### config.mk
export PLATFORM = sky130hd
export DESIGN_NAME = fpu_div_seq
export DESIGN_NICKNAME = d
export VERILOG_FILES = /design/src/rtl/fpu_div_seq_pkg.sv /design/src/rtl/div_r2_seq.sv /design/src/rtl/fpu_div_seq.sv
export SDC_FILE = /design/constraint.sdc
export NUM_CORES = 1
export LEC_CHECK = 0
export ABC_AREA = 0
export CAP_MARGIN = 20
export CORE_MARGIN = 2
export CORE_UTILIZATION = 45
export DETAILED_ROUTE_END_ITERATION = 16
export PLACE_DENSITY = 0.63
export SLEW_MARGIN = 15
export SYNTH_ARGS = -nofsm -noshare
export SYNTH_HDL_FRONTEND = slang
export SYNTH_SLANG_ARGS = --single-unit
export TNS_END_PERCENT = 50
### constraint.sdc
create_clock -name clk -period 7.88 [get_ports clk]
set_input_delay 2.364 -clock clk [delete_from_list [all_inputs] [get_ports clk]]
set_output_delay 2.364 -clock clk [all_outputs]
set_load 0.05 [all_outputs]
### src/rtl/fpu_div_seq_pkg.sv
// Shared definitions for the sequential single-precision divider.
// Holds the IEEE-754 constants, control-vector bit positions, FSM state
// encoding and an operand classifier used by the top level.
package fpu_div_seq_pkg;

  localparam logic [30:0] Inf  = 31'h7f800000;
  localparam logic [30:0] QNan = 31'h7fc00001;
  localparam logic [7:0]  Bias = 8'd127;

  // Bit positions in control = {inf,snan,qnan,ine,overflow,underflow,zero,div_by_zero}
  localparam int unsigned CtlInf  = 7;
  localparam int unsigned CtlSnan = 6;
  localparam int unsigned CtlQnan = 5;
  localparam int unsigned CtlIne  = 4;
  localparam int unsigned CtlOvf  = 3;
  localparam int unsigned CtlUnf  = 2;
  localparam int unsigned CtlZero = 1;
  localparam int unsigned CtlDbz  = 0;

  typedef enum logic [1:0] {
    StIdle,
    StSetup,
    StDiv,
    StRnd
  } state_e;

  typedef struct packed {
    logic zero;  // exponent 0, denormals included (flushed)
    logic inf;
    logic nan;
    logic snan;
  } fclass_t;

  function automatic fclass_t fclass(input logic [31:0] x);
    fclass_t c;
    c.zero = (x[30:23] == 8'h00);
    c.inf  = (x[30:23] == 8'hff) && (x[22:0] == 23'h0);
    c.nan  = (x[30:23] == 8'hff) && (x[22:0] != 23'h0);
    c.snan = c.nan && !x[22];
    return c;
  endfunction

endpackage

### src/rtl/div_r2_seq.sv
// Radix-2 restoring mantissa divider.
// Produces q = floor(ma * 2^(QBITS-1) / mb), one quotient bit per cycle.
// Ports:
//   clk, rst      clock, asynchronous active-high reset
//   start         load ma/mb and begin (one-cycle pulse)
//   ma, mb        normalised 24-bit mantissas (hidden bit set)
//   q             quotient, valid once done has pulsed
//   rem_nz        final remainder non-zero (sticky contribution)
//   done          one-cycle pulse the cycle after the last quotient bit
module div_r2_seq #(
  parameter int unsigned QBITS = 26
) (
  input  logic             clk,
  input  logic             rst,
  input  logic             start,
  input  logic [23:0]      ma,
  input  logic [23:0]      mb,
  output logic [QBITS-1:0] q,
  output logic             rem_nz,
  output logic             done
);

  localparam int unsigned CntW = $clog2(QBITS);

  logic [25:0]      rem_q, rem_d;
  logic [QBITS-1:0] q_q, q_d;
  logic [CntW-1:0]  cnt_q, cnt_d;
  logic             busy_q, busy_d;
  logic             done_q, done_d;
  logic [26:0]      diff;
  logic             ge;
  logic [25:0]      rem_sel;

  always_comb begin
    rem_d   = rem_q;
    q_d     = q_q;
    cnt_d   = cnt_q;
    busy_d  = busy_q;
    done_d  = 1'b0;
    diff    = {1'b0, rem_q} - {3'b000, mb};
    ge      = ~diff[26];
    rem_sel = ge ? diff[25:0] : rem_q;
    if (start) begin
      rem_d  = {2'b00, ma};
      q_d    = '0;
      cnt_d  = '0;
      busy_d = 1'b1;
    end else if (busy_q) begin
      q_d = {q_q[QBITS-2:0], ge};
      if (cnt_q == CntW'(QBITS - 1)) begin
        // Keep the unshifted remainder so rem_nz reflects the true residue.
        rem_d  = rem_sel;
        busy_d = 1'b0;
        done_d = 1'b1;
      end else begin
        rem_d = rem_sel << 1;
        cnt_d = cnt_q + CntW'(1);
      end
    end
  end

  always_ff @(posedge clk or posedge rst) begin
    if (rst) begin
      rem_q  <= '0;
      q_q    <= '0;
      cnt_q  <= '0;
      busy_q <= 1'b0;
      done_q <= 1'b0;
    end else begin
      rem_q  <= rem_d;
      q_q    <= q_d;
      cnt_q  <= cnt_d;
      busy_q <= busy_d;
      done_q <= done_d;
    end
  end

  assign q      = q_q;
  assign rem_nz = |rem_q;
  assign done   = done_q;

endmodule

### src/rtl/fpu_div_seq.sv
// Sequential IEEE-754 single-precision divider, out = opa / opb.
// Round-to-nearest-even only; denormal inputs and outputs flush to zero.
// Ports:
//   clk, rst      clock, asynchronous active-high reset
//   in_valid      opa/opb valid
//   in_ready      high only when idle; transfer on in_valid & in_ready
//   opa, opb      dividend, divisor
//   out_valid     one-cycle pulse with a new result
//   out, control  result and {inf,snan,qnan,ine,ovf,unf,zero,div_by_zero}, held
module fpu_div_seq
  import fpu_div_seq_pkg::*;
#(
  parameter int unsigned QBITS = 26
) (
  input  logic        clk,
  input  logic        rst,
  input  logic        in_valid,
  output logic        in_ready,
  input  logic [31:0] opa,
  input  logic [31:0] opb,
  output logic        out_valid,
  output logic [31:0] out,
  output logic [7:0]  control
);

  state_e             state_q, state_d;
  logic [31:0]        opa_q, opb_q;
  logic               sign_q;
  logic signed [9:0]  exp_q;
  logic [31:0]        out_q;
  logic [7:0]         control_q;
  logic               out_valid_q;

  logic               div_start;
  logic [QBITS-1:0]   q;
  logic               rem_nz;
  logic               div_done;

  fclass_t            ca, cb;
  logic               a_fin;
  logic [QBITS-1:0]   qn;
  logic signed [9:0]  e_norm, e_rnd;
  logic [23:0]        mant;
  logic               guard, sticky;
  logic [24:0]        mant_r;
  logic [31:0]        res;
  logic [7:0]         ctl;
  logic               unused_mant;

  assign div_start = (state_q == StSetup);

  div_r2_seq #(
    .QBITS(QBITS)
  ) u_div (
    .clk   (clk),
    .rst   (rst),
    .start (div_start),
    .ma    ({1'b1, opa_q[22:0]}),
    .mb    ({1'b1, opb_q[22:0]}),
    .q     (q),
    .rem_nz(rem_nz),
    .done  (div_done)
  );

  always_comb begin
    state_d = state_q;
    unique case (state_q)
      StIdle:  if (in_valid) state_d = StSetup;
      StSetup: state_d = StDiv;
      StDiv:   if (div_done) state_d = StRnd;
      StRnd:   state_d = StIdle;
      default: state_d = StIdle;
    endcase
  end

  // Normalise, round and resolve special operands.
  always_comb begin
    ca    = fclass(opa_q);
    cb    = fclass(opb_q);
    a_fin = !ca.inf && !ca.nan;
    // q below 2^(QBITS-1) means ma < mb: shift up one place and drop the exponent.
    qn     = q[QBITS-1] ? q : {q[QBITS-2:0], 1'b0};
    e_norm = q[QBITS-1] ? exp_q : exp_q - 10'sd1;
    mant   = qn[QBITS-1 -: 24];
    guard  = qn[QBITS-25];
    sticky = (|qn[QBITS-26:0]) | rem_nz;
    mant_r = {1'b0, mant} + {24'd0, guard & (sticky | mant[0])};
    // A carry out leaves mant_r[22:0] all zero, so only the exponent moves.
    e_rnd  = e_norm + {9'd0, mant_r[24]};

    res         = {sign_q, e_rnd[7:0], mant_r[22:0]};
    ctl         = 8'h00;
    ctl[CtlIne] = guard | sticky;
    if (e_rnd >= 10'sd255) begin
      res          = {sign_q, Inf};
      ctl[CtlOvf]  = 1'b1;
      ctl[CtlInf]  = 1'b1;
      ctl[CtlIne]  = 1'b1;
    end else if (e_rnd <= 10'sd0) begin
      res          = {sign_q, 31'h0};
      ctl[CtlUnf]  = 1'b1;
      ctl[CtlZero] = 1'b1;
      ctl[CtlIne]  = 1'b1;
    end

    if (ca.nan || cb.nan) begin
      res          = {1'b0, QNan};
      ctl          = 8'h00;
      ctl[CtlQnan] = 1'b1;
      ctl[CtlSnan] = ca.snan | cb.snan;
    end else if ((ca.zero && cb.zero) || (ca.inf && cb.inf)) begin
      res          = {1'b0, QNan};
      ctl          = 8'h00;
      ctl[CtlQnan] = 1'b1;
    end else if (cb.zero && a_fin) begin
      res          = {sign_q, Inf};
      ctl          = 8'h00;
      ctl[CtlInf]  = 1'b1;
      ctl[CtlDbz]  = 1'b1;
    end else if (ca.inf) begin
      res          = {sign_q, Inf};
      ctl          = 8'h00;
      ctl[CtlInf]  = 1'b1;
    end else if (ca.zero || cb.inf) begin
      res          = {sign_q, 31'h0};
      ctl          = 8'h00;
      ctl[CtlZero] = 1'b1;
    end
  end

  assign unused_mant = mant_r[23];

  always_ff @(posedge clk or posedge rst) begin
    if (rst) begin
      state_q     <= StIdle;
      opa_q       <= '0;
      opb_q       <= '0;
      sign_q      <= 1'b0;
      exp_q       <= '0;
      out_q       <= '0;
      control_q   <= '0;
      out_valid_q <= 1'b0;
    end else begin
      state_q     <= state_d;
      out_valid_q <= 1'b0;
      if (state_q == StIdle && in_valid) begin
        opa_q <= opa;
        opb_q <= opb;
      end
      if (state_q == StSetup) begin
        sign_q <= opa_q[31] ^ opb_q[31];
        exp_q  <= {2'b00, opa_q[30:23]} - {2'b00, opb_q[30:23]} + {2'b00, Bias};
      end
      if (state_q == StRnd) begin
        out_q       <= res;
        control_q   <= ctl;
        out_valid_q <= 1'b1;
      end
    end
  end

  assign in_ready  = (state_q == StIdle);
  assign out_valid = out_valid_q;
  assign out       = out_q;
  assign control   = control_q;

endmodule

=== After elaboration in Yosys (flattened, before gate mapping) ===
Index checks and enable logic that the tools add are counted.

* Bits of input ports: 67
* Output and inout bits: 42
* Logic and storage cells: 108
* Bits in registers: 177

* Equal/unequal tests: 10
* $lt $le $gt $ge: 2
* Bitwise operators: 7
* Multiplexer cells: 38
* Add/sub/neg operators: 7
* Reductions and logical operators: 30

{| class="wikitable"
|+ Operators with widths
! kind !! number
|-
| 2-to-1 mux 26 bit || 7
|-
| 2-to-1 mux 31 bit || 5
|-
| 2-to-1 mux 32 bit || 2
|-
| logical NOT 23 bit || 2
|-
| nonzero test 23 bit || 2
|-
| 2-to-1 mux 8 bit || 5
|-
| subtractor 26 x 24 -> 27 bit || 1
|-
| OR reduction 26 bit || 1
|-
| adder 24 x 1 -> 25 bit || 1
|-
| equality test 8 bit, second input constant || 2
|-
| logical NOT 8 bit || 2
|-
| 2-to-1 mux 5 bit || 3
|-
| logical AND 1 bit || 11
|-
| adder 10 x 1 -> 10 bit || 1
|-
| adder 9 x 8 -> 10 bit, second input constant || 1
|-
| greater-or-equal comparator 10 x 9 -> 1 bit, second input constant || 1
|-
| less-or-equal comparator 10 x 1 -> 1 bit, second input constant || 1
|-
| 2-to-1 mux 1 bit || 10
|-
| 2-to-1 mux 10 bit || 1
|-
| subtractor 10 x 2 -> 10 bit, second input constant || 1
|-
| subtractor 8 x 8 -> 9 bit || 1
|-
| 2-to-1 mux 2 bit || 4
|-
| case mux 2 bit (4 select lines) || 1
|-
| AND reduction 2 bit || 3
|-
| 15 further kinds || 25
|}

=== Longest topological paths before layout ===
* Word-level depth: 14
* Mapped depth: 26
* Mapped depth without buffers: 21

=== Modules after synthesis ===
Synthesis repeated with hierarchy kept, for this count alone.

* Cell total of the unflattened synthesis: 1213
* Area, all modules: 11563.6 sq um

{| class="wikitable"
|+ By module, submodules not included
! module !! times used !! area each (sq um) !! cells an instance !! sequential area each (sq um)
|-
| fpu_div_seq || 1 || 6779.0 || 645 || 2952.8
|-
| div_r2_seq || 1 || 4784.6 || 568 || 1476.4
|}

=== Worst setup path after synthesis ===
No wires, ideal clock.

* Path kind: register -> register
* Start: register u_div.q_q[25] (netlist: u_div.q[25])
* End: register out_q[10] (netlist: out[10])
* Path slack: 1.616 ns
* Required time: 7.757 ns
* Path buffers: 6
* Period minus slack after synthesis: 6.264 ns
* Library setup time: 0.123 ns
* Cell stages (with the launch flop): 27
* Arrival time: 6.141 ns
* Cell sequence: dfrtp_1 buf_4 clkbuf_1 clkbuf_1 buf_1 clkbuf_1 mux2_2 ha_1 nand4_1 nor4b_1 and2_1 nor3b_2 nor3b_2 nand2_1 nor3_1 ha_1 ha_1 nand2b_1 mux2_2 a211oi_4 xnor2_1 or4_4 nor4_4 nor2_4 nand2_4 buf_6 o2bb2ai_1

* Longest elaborated chain between the ends: 14
* Elaborated cells between the ends (all ways): 16
* Those cells by class: 2 x add/sub; 2 x order compare; 9 x mux; 3 x bitwise

{| class="wikitable"
|+ Ends and longest elaborated chain
! what !! RTL line !! source
|-
| start: declaration || div_r2_seq.sv:26 || <nowiki>logic [QBITS-1:0] q_q, q_d;</nowiki>
|-
| start signal: assignment || div_r2_seq.sv:71 || <nowiki>q_q <= q_d;</nowiki>
|-
| 2-to-1 mux 26 bit || fpu_div_seq.sv:82 || <nowiki>qn = q[QBITS-1] ? q : {q[QBITS-2:0], 1'b0};</nowiki>
|-
| OR 1 bit || fpu_div_seq.sv:86 || <nowiki>sticky = (|qn[QBITS-26:0]) | rem_nz;</nowiki>
|-
| OR 1 bit || fpu_div_seq.sv:87 || <nowiki>mant_r = {1'b0, mant} + {24'd0, guard & (sticky | mant[0])};</nowiki>
|-
| bitwise AND 1 bit || fpu_div_seq.sv:87 ||
|-
| adder 24 x 1 -> 25 bit || fpu_div_seq.sv:87 ||
|-
| adder 10 x 1 -> 10 bit || fpu_div_seq.sv:89 || <nowiki>e_rnd = e_norm + {9'd0, mant_r[24]};</nowiki>
|-
| less-or-equal comparator 10 x 1 -> 1 bit || fpu_div_seq.sv:99 || <nowiki>end else if (e_rnd <= 10'sd0) begin</nowiki>
|-
| 2-to-1 mux 31 bit || fpu_div_seq.sv:99 ||
|-
| 2-to-1 mux 31 bit (*) || fpu_div_seq.sv:94 || <nowiki>if (e_rnd >= 10'sd255) begin</nowiki>
|-
| 2-to-1 mux 31 bit (*) || fpu_div_seq.sv:124 || <nowiki>end else if (ca.zero || cb.inf) begin</nowiki>
|-
| 2-to-1 mux 31 bit (*) || fpu_div_seq.sv:120 || <nowiki>end else if (ca.inf) begin</nowiki>
|-
| 2-to-1 mux 31 bit (*) || fpu_div_seq.sv:115 || <nowiki>end else if (cb.zero && a_fin) begin</nowiki>
|-
| 2-to-1 mux 32 bit (*) || fpu_div_seq.sv:111 || <nowiki>end else if ((ca.zero && cb.zero) || (ca.inf && cb.inf)) begin</nowiki>
|-
| 2-to-1 mux 32 bit (*) || fpu_div_seq.sv:106 || <nowiki>if (ca.nan || cb.nan) begin</nowiki>
|-
| end signal: assignment || fpu_div_seq.sv:155 || <nowiki>out_q <= res;</nowiki>
|-
| end: declaration || fpu_div_seq.sv:30 || <nowiki>logic [31:0] out_q;</nowiki>
|}

Every way passes the cells marked *; elsewhere a longest branch is shown, timed or not.
A chain may end at the register's enable or synchronous reset.

=== Worst setup path in the final report ===
* Start: register u_div.q_q[25] (netlist: u_div.q[25])
* End: register out_q[19] (netlist: out[19])

Same word-level chain as after synthesis.

==> metrics <==
Clock transition at path regs=0.07 ns; Synth area leader=dfrtp_1; Post-CTS Repair Setup Buffers=0; commonest cells after routing, fill and taps aside=175 x dfrtp_1, 109 x nor2_1, 108 x clkdlybuf4s50_1; Worst EP arrival=6.14 ns; CP Class=flip-flop to flip-flop; RSZ-0062 raised after global routing=false; Cells after Synth=1198; GR peak layer=met2; critical path required time=8.23 ns; register area share after synthesis=39.32%; Area contributors post-synth=dfrtp_1 39%, mux2_2 8.0%, ha_1 4.7%; DRT Wirelength=29.30 mm; Vias per Instance=5.836; area of the die=0.02631 mm^2; NetSw=3.111 mW; vias in the first global route=8741; first-pass GRT wire length=47.18 mm; Sequential Power Share=27.1%; Net Sw Frac=46.91%; CTS tree=done; number of flops mapped to enable cells by yosys=0; clk root buf=clkbuf_16; internal power=3.521 mW; worst slew pin tran=0.9327 ns; fin nets=1377; max-cap violations=0; Synth Register Bits=177; largest family of logic cells by synthesized area=simple AND/OR/NAND/NOR gates; Synth Area in XOR/XNOR=4.976%; number of remaining DRC errors=0; Hold Path Class=flip-flop to flip-flop; status=complete, no violations; Max Clock Freq=172.4 MHz; area fraction in compound gates after synthesis=17.02%; largest delay contributor family on the critical path=simple AND/OR/NAND/NOR gates; Cell Area, Placed=0.01256 mm^2; DR vias=9350; critical path endpoint category=flip-flop; Primary FF master, synth=dfrtp_1; layout cells sized above 1=11.66%; met1 Use GR=33.17%; P_leak=5.578 nW; syn nets=1309; synth warn=0; Power Total=6.632 mW; slew margin rel.=37.17%; Max rail drop VDD=0.0001963 V; CTS buffer count=17; worst skew pair latency=0.44 ns; Layout area overhead=16.73%; grt met2 use=34.58%; final setup vio count=0; GR Overflow Total=0; Synth top area share=39.32%; FFs w/ async S/R, synth=100.0%; Synth Area in Adders=5.021%; slowest CP cell=nor3b_2; WL per Instance=18.29 um; Top-Level Pins=109; Max FO, Critical Path=16; simple logic cell fraction of the synthesized area=17.22%; CTS Buffer Depth=2; CP most frequent cell=ha_1; Worst Setup Start Kind=flip-flop; worst setup skew after layout=0.01343 ns; IO Port Bufs=108; Global Route Usage Sum=22.53%; pwr/cell area=504.3 mW/mm^2; hpwl dp=21.01 mm; first drt pass iteration count=7; Period minus WS final=5.799 ns; die width=162.2 um; most common cell after layout, fill and taps aside=dfrtp_1; worst path bufs/invs=0; Cell Rows=57; starting DRC count in detailed routing=704; post-synth cell types=83; Final period util=73.59%; initial antenna violation count=0; mux cell area share after synthesis=11.82%; fill count=2233; Final ANT Viol Nets=0; hold buffer count at cts=0; Placer Congestion=0.8868; final-report max-slew violation count=0; Gate power share=59.8%; largest net degree at the start of global routing=75; # diodes=0; Core ar.=0.02446 mm^2; Total Negative Setup Slacks=0 ns; Die H=162.2 um; # resized after CTS=0; crit-path cells=nand2b_1 -> a21boi_0 -> ha_1 -> nand4_1 -> nor4b_1 -> and2_1 -> nor3b_2 -> nor3b_2 -> nand2_1 -> nor3_1 -> ha_1 -> ha_1 -> nand2_1 -> mux2_2 -> or3_1 -> a32oi_1 -> xnor2_1 -> nor4_4 -> nor2_4 -> nand2_4 -> o31ai_1; clk sinks=177; synthesized cell area=0.01126 mm^2; clock power share=13.1%; GR Layer Usage met3=4.111%; H-tree lvl count=4; fin area=0.01315 mm^2; Final Hold Viols=0; Largest stage delay, worst path=0.51 ns; Initial Util=46.05%; Avg Cell Area, Syn=9.403 um^2
Yosys cell counts (5+ instances only):
cell	n
o21ai_0	48
nand4_1	18
xnor2_1	45
clkbuf_1	48
nor4_1	25
dfrtp_1	177
o31ai_1	12
a21oi_1	76
and3_1	8
xor2_1	19
nor3_1	28
a21boi_0	5
nor3b_1	6
buf_1	12
a211oi_1	12
nor4b_1	8
mux2i_1	43
o2bb2ai_1	16
a32o_1	6
or3_1	8
o22ai_1	6
ha_1	42
a311oi_1	5
nand3_1	13
and2_1	8
nor2_1	110
a22o_1	5
a31oi_1	11
o221ai_1	6
nand2b_1	22
inv_1	64
or2_2	5
o211ai_1	8
nand2_1	88
nor2b_1	10
mux2_2	80
a21o_1	14
registers in the layout (all words and copies together) (netlist names):
| register | cells |
|---|---|
| u_div.cnt_q | 5 |
| exp_q | 10 |
| sign_q | 1 |
| out_valid | 1 |
| u_div.done | 1 |
| out | 32 |
| control | 8 |
| u_div.busy_q | 1 |
| opb_q | 32 |
| state_q | 2 |
| opa_q | 32 |
| u_div.rem_q | 26 |
| u_div.q | 26 |
metal layers:
metal  vias up  share of wire, %
li1       4487                 -
met1      4515                48
met2       318                44
met3        30               6.3
met4         0               1.3
met5         -                 0
layout make-up:
| cell class | count | area, um^2 | area share, % |
|---|---|---|---|
| clock inverter | 13 | 151.4 | 1.151 |
| clock buffer | 18 | 439.2 | 3.340 |
| sequential | 177 | 4432 | 33.70 |
| multi-input combinational | 890 | 6335 | 48.18 |
| timing repair buffer | 116 | 1141 | 8.678 |
| inverter | 64 | 245.2 | 1.865 |
| tap | 324 | 405.4 | 3.083 |
power groups by stage:
stage	Sequential (mW)	Clock (mW)	Combinational, mW
floorplan	1.82	0	2.91
global placement	1.79	0	3.88
detailed placement	1.80	0	3.91
CTS	1.78	0.889	3.94
global route	1.85	0.926	4.38
finish	1.80	0.872	3.96
through the flow:
stage | cells | setup slack (ns) | utilization, % | hold WS (ns)
floorplan | 1198 | 0.7141 | - | 0.4662
global placement | 1571 | 2.311 | 51.34 | 0.4704
detailed placement | 1571 | 2.100 | 51.34 | 0.4705
CTS | 1602 | 2.075 | 53.75 | 0.4869
global route | 1602 | 1.494 | 53.75 | 0.5043
finish | 1602 | 2.081 | 53.75 | 0.4844
final timing paths:
| kind | startpoint | to | slack [ns] | cells after the start |
|---|---|---|---|---|
| max | u_div.q[25] | out[19] | 2.08 | 21 |
| min in group asynchronous | rst | out[3] | 2.43 | 2 |
| min | control[1] | control[1] | 0.48 | 1 |
| max reg2reg | u_div.q[25] | out[19] | 2.08 | 21 |
| min reg2reg | control[1] | control[1] | 0.48 | 1 |
| max in group asynchronous | rst | u_div.q[25] | 4.20 | 3 |
worst reg2reg max path, delay by kind of cell, from the launching register on:
kind	cells	cell delay (ns)
AO/OA/AOI/OAI	3	0.67
XOR/XNOR	1	0.28
adder cells (fa/ha/maj)	3	0.72
flip-flops	1	0.45
multiplexers	1	0.35
AND/OR/NAND/NOR	13	3.24
cell families after synthesis:
family / count (synthesis)
muxes: 123
buffers and inverters: 131
and+or+nand+nor: 378
adders and majority gates: 44
xor gates and xnor gates: 64
AOI/OAI and AO/OA: 281
DFF: 177
(Power assumes the default switching activity.)
